### config.mk
export PLATFORM = sky130hd
export DESIGN_NAME = seq_nibble_addsub
export DESIGN_NICKNAME = d
export VERILOG_FILES = /design/src/rtl/seq_nibble_addsub.sv
export SDC_FILE = /design/constraint.sdc
export NUM_CORES = 1
export LEC_CHECK = 0
export CORE_MARGIN = 2
export CORE_UTILIZATION = 40
export CTS_CLUSTER_SIZE = 40
export DETAILED_ROUTE_END_ITERATION = 10
export GPL_ROUTABILITY_DRIVEN = 0
export PLACE_DENSITY_LB_ADDON = 0.1
export SYNTH_ARGS = -nofsm -noshare
export SYNTH_HDL_FRONTEND = slang
export SYNTH_SLANG_ARGS = --single-unit
### constraint.sdc
create_clock -name i_clk -period 4 [get_ports i_clk]
set_clock_uncertainty 0.05 [all_clocks]
set_input_delay 0.8 -clock i_clk [delete_from_list [all_inputs] [get_ports i_clk]]
set_output_delay 0.8 -clock i_clk [all_outputs]
set_load 0.03 [all_outputs]
### src/rtl/seq_nibble_addsub.sv
// seq_nibble_addsub: multi-cycle WIDTH-bit add/subtract unit.
// Accepts an operand pair and an op select, then processes one 4-bit nibble per cycle,
// LSB first, through a 4-bit carry-lookahead nibble adder. The carry is registered
// between nibbles. Results and flags are returned over a valid/ready handshake.
//
// Ports:
//   i_clk, i_rst_n      clock (rising edge), asynchronous active-low reset
//   i_valid / o_ready   operand request handshake (o_ready high only when idle)
//   i_a, i_b, i_sub     operands; i_sub=1 selects A-B, computed as A + ~B + 1
//   o_valid / i_ready   result handshake (o_valid high only when done)
//   o_result            sum/difference modulo 2^WIDTH
//   o_cout              carry out of the MSB (raw carry, also for subtract)
//   o_ovf               signed overflow (carry into MSB xor carry out of MSB)
//   o_zero              o_result == 0
module seq_nibble_addsub #(
   parameter int unsigned WIDTH = 32
) (
   input  logic             i_clk,
   input  logic             i_rst_n,
   input  logic             i_valid,
   output logic             o_ready,
   input  logic [WIDTH-1:0] i_a,
   input  logic [WIDTH-1:0] i_b,
   input  logic             i_sub,
   output logic             o_valid,
   input  logic             i_ready,
   output logic [WIDTH-1:0] o_result,
   output logic             o_cout,
   output logic             o_ovf,
   output logic             o_zero
);

   localparam int unsigned NNIB = WIDTH / 4;
   localparam int unsigned IDXW = (NNIB > 1) ? $clog2(NNIB) : 1;
   localparam logic [IDXW-1:0] LastIdx = IDXW'(NNIB - 1);

   localparam logic [1:0] StIdle = 2'd0;
   localparam logic [1:0] StRun  = 2'd1;
   localparam logic [1:0] StDone = 2'd2;

   logic [1:0]       state_q;
   logic [IDXW-1:0]  idx_q;
   logic             carry_q;
   logic [WIDTH-1:0] a_q;
   logic [WIDTH-1:0] b_q;
   logic [WIDTH-1:0] result_q;
   logic             cout_q;
   logic             ovf_q;
   logic             zero_q;

   // Nibble carry-lookahead adder
   logic [3:0]       nib_a;
   logic [3:0]       nib_b;
   logic [3:0]       nib_p;
   logic [3:0]       nib_g;
   logic [4:0]       nib_c;
   logic [3:0]       nib_sum;
   logic [WIDTH-1:0] result_nxt;

   always_comb begin
      nib_a = a_q[4*idx_q +: 4];
      nib_b = b_q[4*idx_q +: 4];
      nib_p = nib_a ^ nib_b;
      nib_g = nib_a & nib_b;
      nib_c[0] = carry_q;
      nib_c[1] = nib_g[0] | (nib_p[0] & carry_q);
      nib_c[2] = nib_g[1] | (nib_p[1] & nib_g[0]) | (nib_p[1] & nib_p[0] & carry_q);
      nib_c[3] = nib_g[2] | (nib_p[2] & nib_g[1]) | (nib_p[2] & nib_p[1] & nib_g[0])
               | (nib_p[2] & nib_p[1] & nib_p[0] & carry_q);
      nib_c[4] = nib_g[3] | (nib_p[3] & nib_g[2]) | (nib_p[3] & nib_p[2] & nib_g[1])
               | (nib_p[3] & nib_p[2] & nib_p[1] & nib_g[0])
               | (nib_p[3] & nib_p[2] & nib_p[1] & nib_p[0] & carry_q);
      nib_sum = nib_p ^ nib_c[3:0];
      // Full result with the current nibble merged in, so the zero flag sees the final word.
      result_nxt = result_q;
      result_nxt[4*idx_q +: 4] = nib_sum;
   end

   always_ff @(posedge i_clk or negedge i_rst_n) begin
      if (!i_rst_n) begin
         state_q  <= StIdle;
         idx_q    <= '0;
         carry_q  <= 1'b0;
         a_q      <= '0;
         b_q      <= '0;
         result_q <= '0;
         cout_q   <= 1'b0;
         ovf_q    <= 1'b0;
         zero_q   <= 1'b0;
      end else begin
         case (state_q)
            StIdle: begin
               if (i_valid) begin
                  a_q     <= i_a;
                  b_q     <= i_sub ? ~i_b : i_b;
                  carry_q <= i_sub;
                  idx_q   <= '0;
                  state_q <= StRun;
               end
            end
            StRun: begin
               result_q <= result_nxt;
               carry_q  <= nib_c[4];
               if (idx_q == LastIdx) begin
                  cout_q  <= nib_c[4];
                  ovf_q   <= nib_c[3] ^ nib_c[4];
                  zero_q  <= (result_nxt == '0);
                  state_q <= StDone;
               end else begin
                  idx_q <= idx_q + 1'b1;
               end
            end
            StDone: begin
               if (i_ready) state_q <= StIdle;
            end
            default: state_q <= StIdle;
         endcase
      end
   end

   assign o_ready  = (state_q == StIdle);
   assign o_valid  = (state_q == StDone);
   assign o_result = result_q;
   assign o_cout   = cout_q;
   assign o_ovf    = ovf_q;
   assign o_zero   = zero_q;

endmodule
-- Word level (Yosys, flattened, before mapping)
Cells that the tools add are included.
- register bits after elaboration: 105
- output and inout bits: 37
- bitwise gates (word level): 31
- shift-type cells: 4
- reductions and logical operators: 8
- add/sub/neg operators: 2
- equal/unequal tests: 7
- multiplexer cells: 11
- operators by type and width (operator ; count):
    $shiftx A32 B6 Y4 ; 2
    $neg A5 Y34 ; 1
    $shift A4 B34 Y32 const A ; 1
    $shiftx A4 B34 Y32 ; 1
    $bwmux W32 ; 1
    $logic_not A32 Y1 ; 1
    $mux W32 ; 1
    $not A32 Y32 ; 1
    $and A1 B1 Y1 ; 16
    $or A1 B1 Y1 ; 10
    $xor A4 B4 Y4 ; 2
    $mux W2 ; 3
    $mux W3 ; 2
    $ne A2 B2 Y1 const B ; 3
    $pmux W2 S3 ; 1
    $pmux W3 S2 ; 1
    $reduce_and A2 Y1 ; 3
    $reduce_and A3 Y1 ; 2
    $and A4 B4 Y4 ; 1
    $add A3 B1 Y3 const B ; 1
    $eq A3 B3 Y1 const B ; 1
    $eq A2 B1 Y1 const B ; 1
    $eq A2 B2 Y1 const B ; 1
    $logic_not A2 Y1 ; 1
    other kinds (5) ; 5

-- Longest topological paths before layout
Gate-level depths: netlist of run 1.
- word-level depth: 10
- gate-level depth with buffers: 13
- gate-level depth less buffers: 10

-- Worst setup path before layout of run 1
OpenSTA, ideal clock, no wires.
- path type: register to register
- start point: reg idx_q[0]
- end point: reg zero_q, in the netlist o_zero
- cell stages (with the launch flop): 14
- buffers on the path: 3
- arrival: 3.536 ns
- clock period less this slack: 3.677 ns
- setup slack: 0.323 ns
- library setup time: 0.092 ns
- path through: dfrtp_1 buf_6 buf_2 buf_2 mux4_2 nand2_1 nand2_1 ha_1 a21o_1 a21oi_1 xor2_1 a21oi_1 or4b_4 o31ai_2
- longest elaborated chain between the ends: 10
- ends and longest elaborated chain (item ; line ; text):
    start, declared ; 42 ; logic [IDXW-1:0] idx_q;
    start signal, assigned ; 110 ; idx_q <= idx_q + 1'b1;
    $shiftx A32 B6 Y4 (on tied branches) ; 61, 62 ;
    $xor A4 B4 Y4 / $and A4 B4 Y4 (equally long branches) ; 63, 64 ;
    $and A1 B1 Y1 (on tied branches) ; 68, 69 ;
    $or A1 B1 Y1, or another cell as far along ; 68 ; nib_c[3] = nib_g[2] | (nib_p[2] & nib_g[1]) | (nib_p[2] & nib_p[1] & nib_g[0])
    $or A1 B1 Y1 / $and A1 B1 Y1 (equally long branches) ; 68, 69 ;
    $or A1 B1 Y1 ; 69 ; | (nib_p[2] & nib_p[1] & nib_p[0] & carry_q);
    $xor A4 B4 Y4 ; 73 ; nib_sum = nib_p ^ nib_c[3:0];
    $shiftx A4 B34 Y32 ; 76 ; result_nxt[4*idx_q +: 4] = nib_sum;
    $bwmux W32 ; 76 ;
    $logic_not A32 Y1 ; 107 ; zero_q <= (result_nxt == '0);
    end signal, assigned ; 107 ;
    end, declared ; 49 ; logic zero_q;
Parallel ways exist; a longest one is shown, timed or not.
A chain may end at the register's enable or synchronous reset.

-- Final worst setup path of run 1
- start point: reg idx_q[1]
- end point: reg zero_q, in the netlist o_zero
Same word-level chain as after synthesis.

==> flow_metrics.env, run 1 <==
export IMPL_antennaDiodeCount=0
export IMPL_setup_tns_ps=0
export IMPL_die_area_sq_um=14500
export IMPL_crit_arrival_ps=3690
export IMPL_regToRegStartpoint="idx_q[1]$_DFFE_PN0P_"
export IMPL_clk_path_buf_depth=2
export IMPL_clkLatencyLatePin_ps=350
export IMPL_slowest_delay_ps=870
export IMPL_fin_util_pct=52.7
export IMPL_regArea_sq_um=2630
export IMPL_drt_total_wl_mm=12.3
export IMPL_setup_violations=0
export IMPL_cpMostUsedCell="nand2_1"
export IMPL_port_buffers=105
export IMPL_cts_root_buffer="clkbuf_16"
export IMPL_grt_antenna_before_repair=0
export IMPL_die_h_microns=121
export IMPL_drtAntennaViolNets=0
export IMPL_synth_flop_cell="dfrtp_1"
export IMPL_core_area_sq_um=13200
export IMPL_fillers=1223
export IMPL_cts_tree="done"
export IMPL_initial_core_util_pct=41.0
export IMPL_htree_levels=3
export IMPL_viasPerCell=5.14
export IMPL_peakVddDrop_mv=0.646
export IMPL_sw_frac_of_total_pct=42.5
export IMPL_cp_depth=9
export IMPL_power_frac_seq_pct=28.2
export IMPL_ys_ff_latch=105
export IMPL_power_switching_mw=2.82
export IMPL_worstSetupEndpoint="o_zero$_DFFE_PN0P_"
export IMPL_drtPass1Iterations=4
export IMPL_hold_class="reg2reg"
export IMPL_r2r_slack_ps=510
export IMPL_num_vias=4000
export IMPL_power_frac_clock_pct=14.0
export IMPL_powerDensity_nw_per_um2=951
export IMPL_post_cts_setup_buffer_count=0
export IMPL_rsz0062_at_grt="no"
export IMPL_status="completed"
export IMPL_ys_types=49
export IMPL_critical_path_class="reg2reg"
export IMPL_cp_startpoint="idx_q[1]$_DFFE_PN0P_"
export IMPL_track_usage_pct=18.2
export IMPL_timing_hold_violations_final=0
export IMPL_maxSlewViolCount=0
export IMPL_reg2reg_depth=9
export IMPL_crit_path_max_fanout=19
export IMPL_critPathTopFamily="flip-flops"
export IMPL_dp_cells=762
export IMPL_synth_fp_nets=579
export IMPL_end_kind="flop"
export IMPL_placed_area_sq_um=6660
export IMPL_drive_gt1_share_pct=17.8
export IMPL_grt_pass1_wl_mm=20.7
export IMPL_drc=0
export IMPL_ys_seq_area_share_pct=48.4
export IMPL_finalPower_mw=6.63
export IMPL_synth_edf_count=0
export IMPL_design_area_sq_um=6980
export IMPL_cts_buffers=9
export IMPL_cts_resized=0
export IMPL_period_needed_ps=3490
export IMPL_synthCells=497
export IMPL_timing_rr_end="o_zero$_DFFE_PN0P_"
export IMPL_fin_nets=679
export IMPL_hpwlAfterDp_mm=9.10
export IMPL_row_count=42
export IMPL_yosysWarnings=0
export IMPL_multiInputGateArea_sq_um=2650
export IMPL_path_clk_slew_ps=70
export IMPL_synthArstFlopShare_pct=100
export IMPL_grt_max_degree=78
export IMPL_chipWidth_microns=121
export IMPL_path_cells="mux4_2 > nand2_1 > nand2_1 > fa_1 > xnor2_1 > nor2_1 > mux2i_1 > or4b_4 > o31ai_2"
export IMPL_area_growth_synth_to_final_pct=28.5
export IMPL_synth_cell_area_sq_um=5430
export IMPL_syn_avg_cell_area_sq_um=10.9
export IMPL_drv_cap=0
export IMPL_path_buf_inv=0
export IMPL_internal_power_mw=3.81
export IMPL_cp_required_ps=4200
export IMPL_avgRoutedWirePerCell_microns=15.9
export IMPL_drtIter0Drc=196
export IMPL_power_leakage_nw=2.89
export IMPL_num_io_pins=106
export IMPL_clock_sinks=105
export IMPL_first_global_vias=4061
export IMPL_tightest_slew_ps=965
export IMPL_hold_buffers=0
export IMPL_comb_power_share_pct=57.8
export IMPL_slew_headroom_pct=35.7
export IMPL_gr_total_overflow=0
export IMPL_start_kind="flop"
export IMPL_critPathSlowestCell="dfrtp_1"
export IMPL_min_period_over_period_pct=87.2
export IMPL_fmax_mhz=287
export IMPL_finalNonFillerCells=778
==> synthesized netlist by cell type (2+ instances only) <==
master       n  area (sq um)
xor2_1       2          17.5
and2_1       3          18.8
xnor2_1     33           289
nand3_1      8          40.0
buf_1        2          7.51
nor2_1      58           218
inv_1        7          26.3
buf_6        2          22.5
a21o_1       3          22.5
clkbuf_1    22          82.6
mux4_2      16           360
nor2b_1      4          25.0
a211oi_1     2          15.0
nor3_1       6          30.0
dfrtp_1    105          2630
mux2_2      55           619
nand2_1     53           199
a2111oi_0    3          26.3
o21ai_0     21           105
buf_2        2          10.0
nand2b_1     7          43.8
nor4_1       3          18.8
nand3b_1     2          15.0
ha_1        12           150
a21oi_1     42           210
==> stage by stage <==
stage,setup WS [ps],hold slack [ps]
4_1_cts,493,461
6_report,510,453
3_5_place_dp,524,445
3_3_place_gp,626,437
5_1_grt,178,472
2_1_floorplan,323,425
==> cell usage in the layout, fill, tap and decap left out, drive strengths merged, types with 7 or more instances in the layout <==
cell,n
nor2,58
o21ai,22
nand2b,7
inv,7
xnor2,33
nor3,7
mux2,55
clkdlybuf4s50,103
clkbuf,10
buf,14
dfrtp,105
nand2,53
ha,12
nand3,8
mux4,16
a21oi,42
==> registers in the layout, summed over array words and instances (netlist names) <==
signal    flops
a_q          32
state_q       2
idx_q         3
o_zero        1
o_ovf         1
o_cout        1
b_q          32
o_result     32
carry_q       1
==> layout make-up <==
cell class,count,share of cell area (%)
well taps,176,3.16
clock inverters,6,1.18
flip-flops and latches,105,37.7
clock buffers,10,3.28
inverters,8,0.430
multi-input cells,356,38.0
repair buffers,117,16.3
==> how the worst min path moves through the flow <==
stage / start / to / slack [ps] / cells past startpoint
global placement: a_q[31]$_DFFE_PN0P_ / a_q[31]$_DFFE_PN0P_ / 440 / 1
global route: a_q[31]$_DFFE_PN0P_ / a_q[31]$_DFFE_PN0P_ / 470 / 1
floorplan: a_q[10]$_DFFE_PN0P_ / a_q[10]$_DFFE_PN0P_ / 430 / 1
finish: a_q[31]$_DFFE_PN0P_ / a_q[31]$_DFFE_PN0P_ / 450 / 1
CTS: a_q[31]$_DFFE_PN0P_ / a_q[31]$_DFFE_PN0P_ / 460 / 1
detailed placement: a_q[15]$_DFFE_PN0P_ / a_q[15]$_DFFE_PN0P_ / 440 / 1
==> logic make-up (layout without fill, tap and decap cells) <==
group	after synthesis	count (layout)	synth area share (%)
AO/OA/AOI/OAI	83	83	9.03
XOR/XNOR	35	35	5.65
flip-flops	105	105	48.4
adder cells (fa/ha/maj)	13	13	3.13
multiplexers	72	72	18.2
AND/OR/NAND/NOR	153	153	12.8
buffers and inverters	36	141	2.81
==> worst reg2reg max path, delay by kind of cell, from the launching register on <==
kind,cells,cell delay [ps]
AND/OR/NAND/NOR,4,820
XOR/XNOR,1,320
multiplexers,2,650
flip-flops,1,870
AO/OA/AOI/OAI,1,220
adder cells (fa/ha/maj),1,460
==> power groups by stage <==
stage | registers, mW | clock network (mW) | logic, mW
6_report | 1.87 | 0.928 | 3.84
3_3_place_gp | 1.89 | 0 | 3.79
5_1_grt | 1.94 | 0.993 | 4.22
2_1_floorplan | 2.02 | 0 | 2.41
4_1_cts | 1.88 | 0.950 | 3.87
3_5_place_dp | 1.90 | 0 | 3.84
==> per-layer routing <==
layer / track usage [%] / wire [microns]
met5: 0 / 0
met3: 2.36 / 542
met4: 6.98 / 230
met2: 29.6 / 5980
met1: 24.8 / 5590
No activity file was read; power rests on OpenSTA's default activity.
==> run 2, diff against run 1 <==
--- a/config.mk
+++ b/config.mk
@@ -7,7 +7,6 @@
 export LEC_CHECK = 0
 export CORE_MARGIN = 2
 export CORE_UTILIZATION = 40
-export CTS_CLUSTER_SIZE = 40
 export DETAILED_ROUTE_END_ITERATION = 10
 export GPL_ROUTABILITY_DRIVEN = 0
 export PLACE_DENSITY_LB_ADDON = 0.1
==> results of run 2 <==
No change in the layout: final DEF, timing and power equal those of run 1.
